<file path="src/rtl/param_stack.sv">
// Purpose: parametrised LIFO of {flag, data} pairs saving and restoring CPU operand/flag context.
// Latency: show-ahead; a pushed entry is visible on data_out/flag_out right after the pushing edge.
// Backpressure: none; rejected pushes/pops are dropped and flagged by one-cycle ovf/udf pulses.
//
// Ports:
//   CLK               clock, all state updates on the rising edge
//   RESET             synchronous active-low reset (count/ovf/udf/hwm cleared, storage kept)
//   push, pop         operation requests; both together replace the top entry
//   data_in, flag_in  entry to push
//   data_out,flag_out top-of-stack entry, zero when empty
//   empty, full       combinational decodes of count
//   count             number of valid entries
//   ovf, udf          registered one-cycle error pulses (push when full / pop when empty)
//   hwm, hwm_clr      high-water mark and its clear, present only with PARAM_STACK_HWM_EN
//
// Optional feature macro: PARAM_STACK_HWM_EN
module param_stack #(
    parameter int DATA_W = 16,
    parameter int FLAG_W = 4,
    parameter int DEPTH  = 16,
    parameter int CNT_W  = $clog2(DEPTH + 1)
) (
    input  logic              CLK,
    input  logic              RESET,
    input  logic              push,
    input  logic              pop,
    input  logic [DATA_W-1:0] data_in,
    input  logic [FLAG_W-1:0] flag_in,
    output logic [DATA_W-1:0] data_out,
    output logic [FLAG_W-1:0] flag_out,
    output logic              empty,
    output logic              full,
    output logic [CNT_W-1:0]  count,
    output logic              ovf,
    output logic              udf
`ifdef PARAM_STACK_HWM_EN
    ,
    output logic [CNT_W-1:0]  hwm,
    input  logic              hwm_clr
`endif
);

    localparam int ADDR_W = (DEPTH > 1) ? $clog2(DEPTH) : 1;
    localparam int WORD_W = FLAG_W + DATA_W;

    logic [WORD_W-1:0] mem [DEPTH];

    logic [CNT_W-1:0]  count_nxt;
    logic              ovf_nxt;
    logic              udf_nxt;
    logic              wr_en;
    logic [ADDR_W-1:0] wr_addr;
    logic [ADDR_W-1:0] push_addr;
    logic [ADDR_W-1:0] top_addr;
    logic [WORD_W-1:0] top_word;

    assign empty = (count == '0);
    assign full  = (count == CNT_W'(DEPTH));

    // Addresses are only used when in range (push_addr when not full,
    // top_addr when not empty), so truncating count is safe.
    assign push_addr = ADDR_W'(count);
    assign top_addr  = ADDR_W'(count - CNT_W'(1));

    always_comb begin
        count_nxt = count;
        ovf_nxt   = 1'b0;
        udf_nxt   = 1'b0;
        wr_en     = 1'b0;
        wr_addr   = push_addr;
        case ({push, pop})
            2'b10: begin
                if (!full) begin
                    wr_en     = 1'b1;
                    count_nxt = count + CNT_W'(1);
                end else begin
                    ovf_nxt = 1'b1;
                end
            end
            2'b01: begin
                if (!empty) begin
                    count_nxt = count - CNT_W'(1);
                end else begin
                    udf_nxt = 1'b1;
                end
            end
            2'b11: begin
                wr_en = 1'b1;
                if (empty) begin
                    // Nothing to replace: behaves as a plain push into slot 0.
                    count_nxt = CNT_W'(1);
                end else begin
                    wr_addr = top_addr;
                end
            end
            default: begin
            end
        endcase
    end

    always_ff @(posedge CLK) begin
        if (!RESET) begin
            count <= '0;
            ovf   <= 1'b0;
            udf   <= 1'b0;
        end else begin
            count <= count_nxt;
            ovf   <= ovf_nxt;
            udf   <= udf_nxt;
        end
    end

    // Storage is deliberately not cleared by reset; reset only blocks writes.
    always_ff @(posedge CLK) begin
        if (RESET && wr_en) begin
            mem[wr_addr] <= {flag_in, data_in};
        end
    end

    assign top_word = mem[top_addr];
    assign data_out = empty ? '0 : top_word[DATA_W-1:0];
    assign flag_out = empty ? '0 : top_word[DATA_W +: FLAG_W];

`ifdef PARAM_STACK_HWM_EN
    logic [CNT_W-1:0] hwm_nxt;

    always_comb begin
        hwm_nxt = hwm;
        if (hwm_clr) begin
            hwm_nxt = count_nxt;
        end else if (count_nxt > hwm) begin
            hwm_nxt = count_nxt;
        end
    end

    always_ff @(posedge CLK) begin
        if (!RESET) begin
            hwm <= '0;
        end else begin
            hwm <= hwm_nxt;
        end
    end
`endif

endmodule

</file>
<file path="config.mk">
export PLATFORM = sky130hd
export DESIGN_NAME = param_stack
export DESIGN_NICKNAME = d
export VERILOG_FILES = /design/src/rtl/param_stack.sv
export SDC_FILE = /design/constraint.sdc
export NUM_CORES = 1
export LEC_CHECK = 0
export BUFFER_PORTS_ARGS = -buffer_cell sky130_fd_sc_hd__buf_2
export CORE_UTILIZATION = 61
export DETAILED_ROUTE_END_ITERATION = 7
export PLACE_DENSITY = 0.79
export SYNTH_ARGS = -nofsm -noshare
export SYNTH_HDL_FRONTEND = slang
export SYNTH_SLANG_ARGS = --single-unit
</file>
<file path="constraint.sdc">
create_clock -name CLK -period 4.75 [get_ports CLK]
set_input_delay 0.2375 -clock CLK [delete_from_list [all_inputs] [get_ports CLK]]
set_output_delay 0.2375 -clock CLK [all_outputs]
set_load 0.02 [all_outputs]
</file>
Word level (Yosys, flattened, before mapping)
Memories as Yosys holds them, arrays and structs flattened.
Cells that the tools add are included.
{"block": "totals", "ramBits": 320, "reg_bits": 7, "mem_count": 1, "in_bits": 24, "output_inout_bits": 29}
{"block": "op_classes", "n_reduce_logical": 6, "addsub": 2, "eq_ne": 7, "muxes": 14}
{"name": "mem", "depth": 16, "width": 20, "read_ports": 1, "rd_ports_with_merged_regs": 0, "write_ports": 1, "line_no": "46", "rtl": "logic [WORD_W-1:0] mem [DEPTH];"}
{"operator": "16-bit 2-to-1 mux", "n": 1}
{"operator": "5-bit 2-to-1 mux", "n": 3}
{"operator": "5-bit one-hot mux with 3 select lines", "n": 1}
{"operator": "4-bit 2-to-1 mux", "n": 3}
{"operator": "2-bit != test (second input constant)", "n": 3}
{"operator": "5-bit by 1-bit adder with 5-bit output (second input constant)", "n": 1}
{"operator": "5-bit equality test (second input constant)", "n": 1}
{"operator": "5-bit zero test", "n": 1}
{"operator": "1-bit 2-to-1 mux", "n": 5}
{"operator": "5-bit by 1-bit subtractor with 5-bit output (second input constant)", "n": 1}
{"operator": "2-bit equality test (second input constant)", "n": 2}
{"operator": "2-bit AND reduction", "n": 2}
{"operator": "4-bit AND reduction", "n": 1}
{"operator": "3-bit nonzero test", "n": 1}
{"operator": "2-bit by 1-bit equality test with 1-bit output (second input constant)", "n": 1}
{"operator": "1-bit one-hot mux with 2 select lines", "n": 1}
{"operator": "1-bit logical AND", "n": 1}

Depth between registers and ports, before layout
{"block": "depth", "word_depth": 6, "ltp_mapped": 11}

Worst setup path before layout
OpenSTA, ideal clock, no wires.
{"block": "synth_timing", "path_kind": "reg-to-reg", "startpoint": "register count[0]", "endpoint": "memory mem[15][0] (netlist bit), enable pin", "period_less_slack_ns": 3.659, "path_stages_with_launch": 11, "setup_ns": 0.404, "path_slack_ns": 1.091, "t_arrival_ns": 3.256, "path_cell_list": "dfxtp_1 > buf_4 > buf_6 > buf_4 > inv_1 > ha_1 > or4b_4 > buf_6 > a211oi_2 > o21ai_1 > a21oi_1"}
{"block": "synth_between", "elab_chain_len": 6}
{"item": "from (decl)", "line_no": "33", "rtl": "output logic [CNT_W-1:0] count,"}
{"item": "from (signal assigned)", "line_no": "107", "rtl": "count <= count_nxt;"}
{"item": "5-bit equality test", "line_no": "58", "rtl": "assign full = (count == CNT_W'(DEPTH));"}
{"item": "1-bit 2-to-1 mux", "line_no": "73", "rtl": "if (!full) begin"}
{"item": "1-bit one-hot mux with 2 select lines", "line_no": "71", "rtl": "case ({push, pop})"}
{"item": "1-bit logical AND", "line_no": "115", "rtl": "if (RESET && wr_en) begin"}
{"item": "1-bit 2-to-1 mux", "line_no": "115"}
{"item": "1-bit 2-to-1 mux (not written as such)", "line_no": "116", "rtl": "mem[wr_addr] <= {flag_in, data_in};"}
{"item": "to (decl)", "line_no": "46"}
Several ways; a longest one is shown, not always the timed one.

Worst setup path in the final report
{"block": "layout_timing", "startpoint": "register count[0]", "endpoint": "output flag_out[0]"}
{"block": "layout_between", "elab_chain_len": 3}
{"item": "5-bit by 1-bit subtractor with 5-bit output"}
{"item": "memory 16 x 20 bit"}
{"item": "4-bit 2-to-1 mux (*)", "line_no": "122", "rtl": "assign flag_out = empty ? '0 : top_word[DATA_W +: FLAG_W];"}
{"item": "to (decl)", "line_no": "30", "rtl": "output logic [FLAG_W-1:0] flag_out,"}
Mark *: on every way between the ends. The rest lies on a longest branch, timed or not.

==> impl_metrics.tcl <==
set metrics [dict create \
    status "complete, no violations" \
    netlist_area_sq_um 13000 \
    clk_latency_ns 0.56 \
    crit_fanout 51 \
    max_freq_ghz 0.267 \
    grt_pass1_vias 6705 \
    start_util_pct 62.0 \
    vias 6483 \
    die_area_sq_um 22000 \
    nets 722 \
    cts.htree.levels 1 \
    max_slew_margin_pct 28.6 \
    via_per_inst 6.53 \
    finClkSkew_ns 0.0119 \
    cts-root-buf "clkbuf_16" \
    wirelength_um 26600 \
    grt_pass1_wl_um 40200 \
    area_growth_pct 13.3 \
    overflow 0 \
    hold_viol_final 0 \
    synth_cell_type_count 55 \
    worst_pin_slew_ns 1.07 \
    leakagePower_uw 0.00481 \
    synth_area_per_cell_sq_um 21.2 \
    port_buffers 52 \
    drc 0 \
    final_common_cell "edfxtp_1" \
    critical_path_buf_inv_count 3 \
    drt_iter0_markers 737 \
    cpMaxStageDelayCell "nor2_1" \
    fin_ws_ns 1.01 \
    worst_path_most_repeated_cell "buf_4" \
    cp.arrival_ns 3.51 \
    peakVddDrop_v 0.000487 \
    hold_path_class "in -> reg" \
    dpl.hpwl_um 15300 \
    synth_edf_count 320 \
    crit_path_end_kind "output pin" \
    track_usage_pct 25.3 \
    rsz0062_at_grt "false" \
    wl_per_cell_um 26.8 \
    ys.flop_type "edfxtp_1" \
    drive_above_1_share_pct 33.6 \
    die_h_um 148 \
    numCtsBuffers 31 \
    cts_tree "done" \
    cts_sinks 327 \
    clkTransAtPathRegs_ns 0.06 \
    synthArstFlopShare_pct 0 \
    fillers 1216 \
    io_pins 53 \
    synth.net_count 641 \
    grt_max_degree 61 \
    ys_ff_latch 327 \
    power_uw 9610 \
    max_stage_delay_ns 0.84 \
    clock_path_buffers 3 \
    p_per_area_nw_per_um2 650 \
    critPathKind "reg -> out" \
    yosysSeqAreaShare_pct 74.8 \
    finalCritPeriodShare_pct 78.8 \
    final_cell_mix "edfxtp_1 (320), mux4_2 (80), buf_2 (52)" \
    gp_congestion 0.817 \
    drv_cap 0 \
    cts_setup_buffers 0 \
    cp-start-kind "flop" \
    crit_family "buffers and inverters" \
    fin_crit_ns 3.74 \
    die_x_um 148 \
    syn_inst 614 \
    worstPathCellList "buf_4 -> or2_2 -> nor4_2 -> nor2_1 -> buf_4 -> o22ai_1 -> buf_2" \
    antenna_found_initial 0 \
    fin_util_pct 70.3 \
    ant_nets 0 \
    n_antenna_cell 0 \
    fin_setup_tns_ns 0 \
    worst_ep_required_time_ns 4.51 \
    drv_slew 0 \
    finalSetupViolCount 0 \
    dp_slack_ns 1.56 \
    core.rowCount 53 \
    synth_warnings 0 \
    core_sq_um 21000 \
    dr.pass1.iters 5 \
]
report_power, final:
group	switching, uW	total [uW]	internal (uW)
registers	67.1	3370	3300
logic	2190	3810	1610
clock network	1010	2430	1420
timing repair:
item | in CTS | in global routing
hold buffers | 1 | 0
resized for setup | 0 | 0
hold endpoints to repair | 4 | 0
synth_stat cells, types with 2 or more instances:
cell | n | area (sq um)
nand3b_1 | 2 | 15.0
o22ai_1 | 21 | 131
a31oi_1 | 2 | 12.5
nand4_1 | 2 | 12.5
buf_6 | 3 | 33.8
mux4_2 | 80 | 1800
nor2b_1 | 4 | 25.0
ha_1 | 3 | 37.5
nor4_1 | 3 | 18.8
nor3_1 | 2 | 10.0
nand2_1 | 8 | 30.0
a21oi_1 | 12 | 60.1
o21ai_1 | 3 | 15.0
o21bai_1 | 2 | 15.0
clkbuf_1 | 12 | 45.0
a211oi_1 | 3 | 22.5
o221a_2 | 2 | 22.5
buf_4 | 7 | 52.6
edfxtp_1 | 320 | 9610
o21ai_0 | 5 | 25.0
dfxtp_1 | 7 | 140
inv_1 | 4 | 15.0
nand2b_1 | 4 | 25.0
nor2_1 | 16 | 60.1
nand3_1 | 2 | 10.0
or2_2 | 2 | 12.5
mux2i_1 | 40 | 400
a211oi_2 | 4 | 50.1
and4_1 | 2 | 17.5
buf_2 | 12 | 60.1
layout make-up:
class,count,area [sq um],area share [%]
sequential,327,9750,66.0
tap,275,344,2.33
timing repair buffer,83,508,3.44
clock buffer,40,810,5.48
inverter,5,20.0,0.136
multi-input combinational,247,3150,21.3
clock inverter,16,191,1.30
flip-flops by register name, summed over array words and instances (netlist names):
| register | cells |
|---|---|
| mem | 320 |
| count | 5 |
| ovf | 1 |
| udf | 1 |
per-layer routing:
metal  vias to the layer above  share of wire [%]  GRT usage, %
li1                       2760                  -             -
met1                      3366                 41          36.1
met2                       294                 49          40.0
met3                        63                7.3          3.99
met4                         0                3.3          9.64
met5                         -                  0             0
kinds of logic after synthesis:
logic type / synth area share (%)
flops: 74.8
compound gates: 3.68
fa+ha+maj: 0.288
simple gates: 2.46
mux: 16.9
xor+xnor: 0.250
buf+inv: 1.68
per-stage QoR:
stage,area [sq um],instances,hold slack (ns)
2_1_floorplan,13000,614,0.336
3_3_place_gp,13800,936,0.547
3_5_place_dp,13800,936,0.545
4_1_cts,14800,993,0.0259
5_1_grt,14800,993,0.0309
6_report,14800,993,0.0471
final timing paths:
check                         from              endpoint  slack [ns]  cells past startpoint
max          count[0]$_SDFFE_PN0P_           flag_out[0]        1.01                      7
min                     data_in[3]  mem[11][3]$_DFFE_PP_        0.05                      1
max reg2reg  count[1]$_SDFFE_PN0P_  mem[8][16]$_DFFE_PP_        1.68                      6
min reg2reg  count[4]$_SDFFE_PN0P_        ovf$_SDFF_PN0_        0.64                      1
Note: power is estimated with default switching activity, not from simulation.
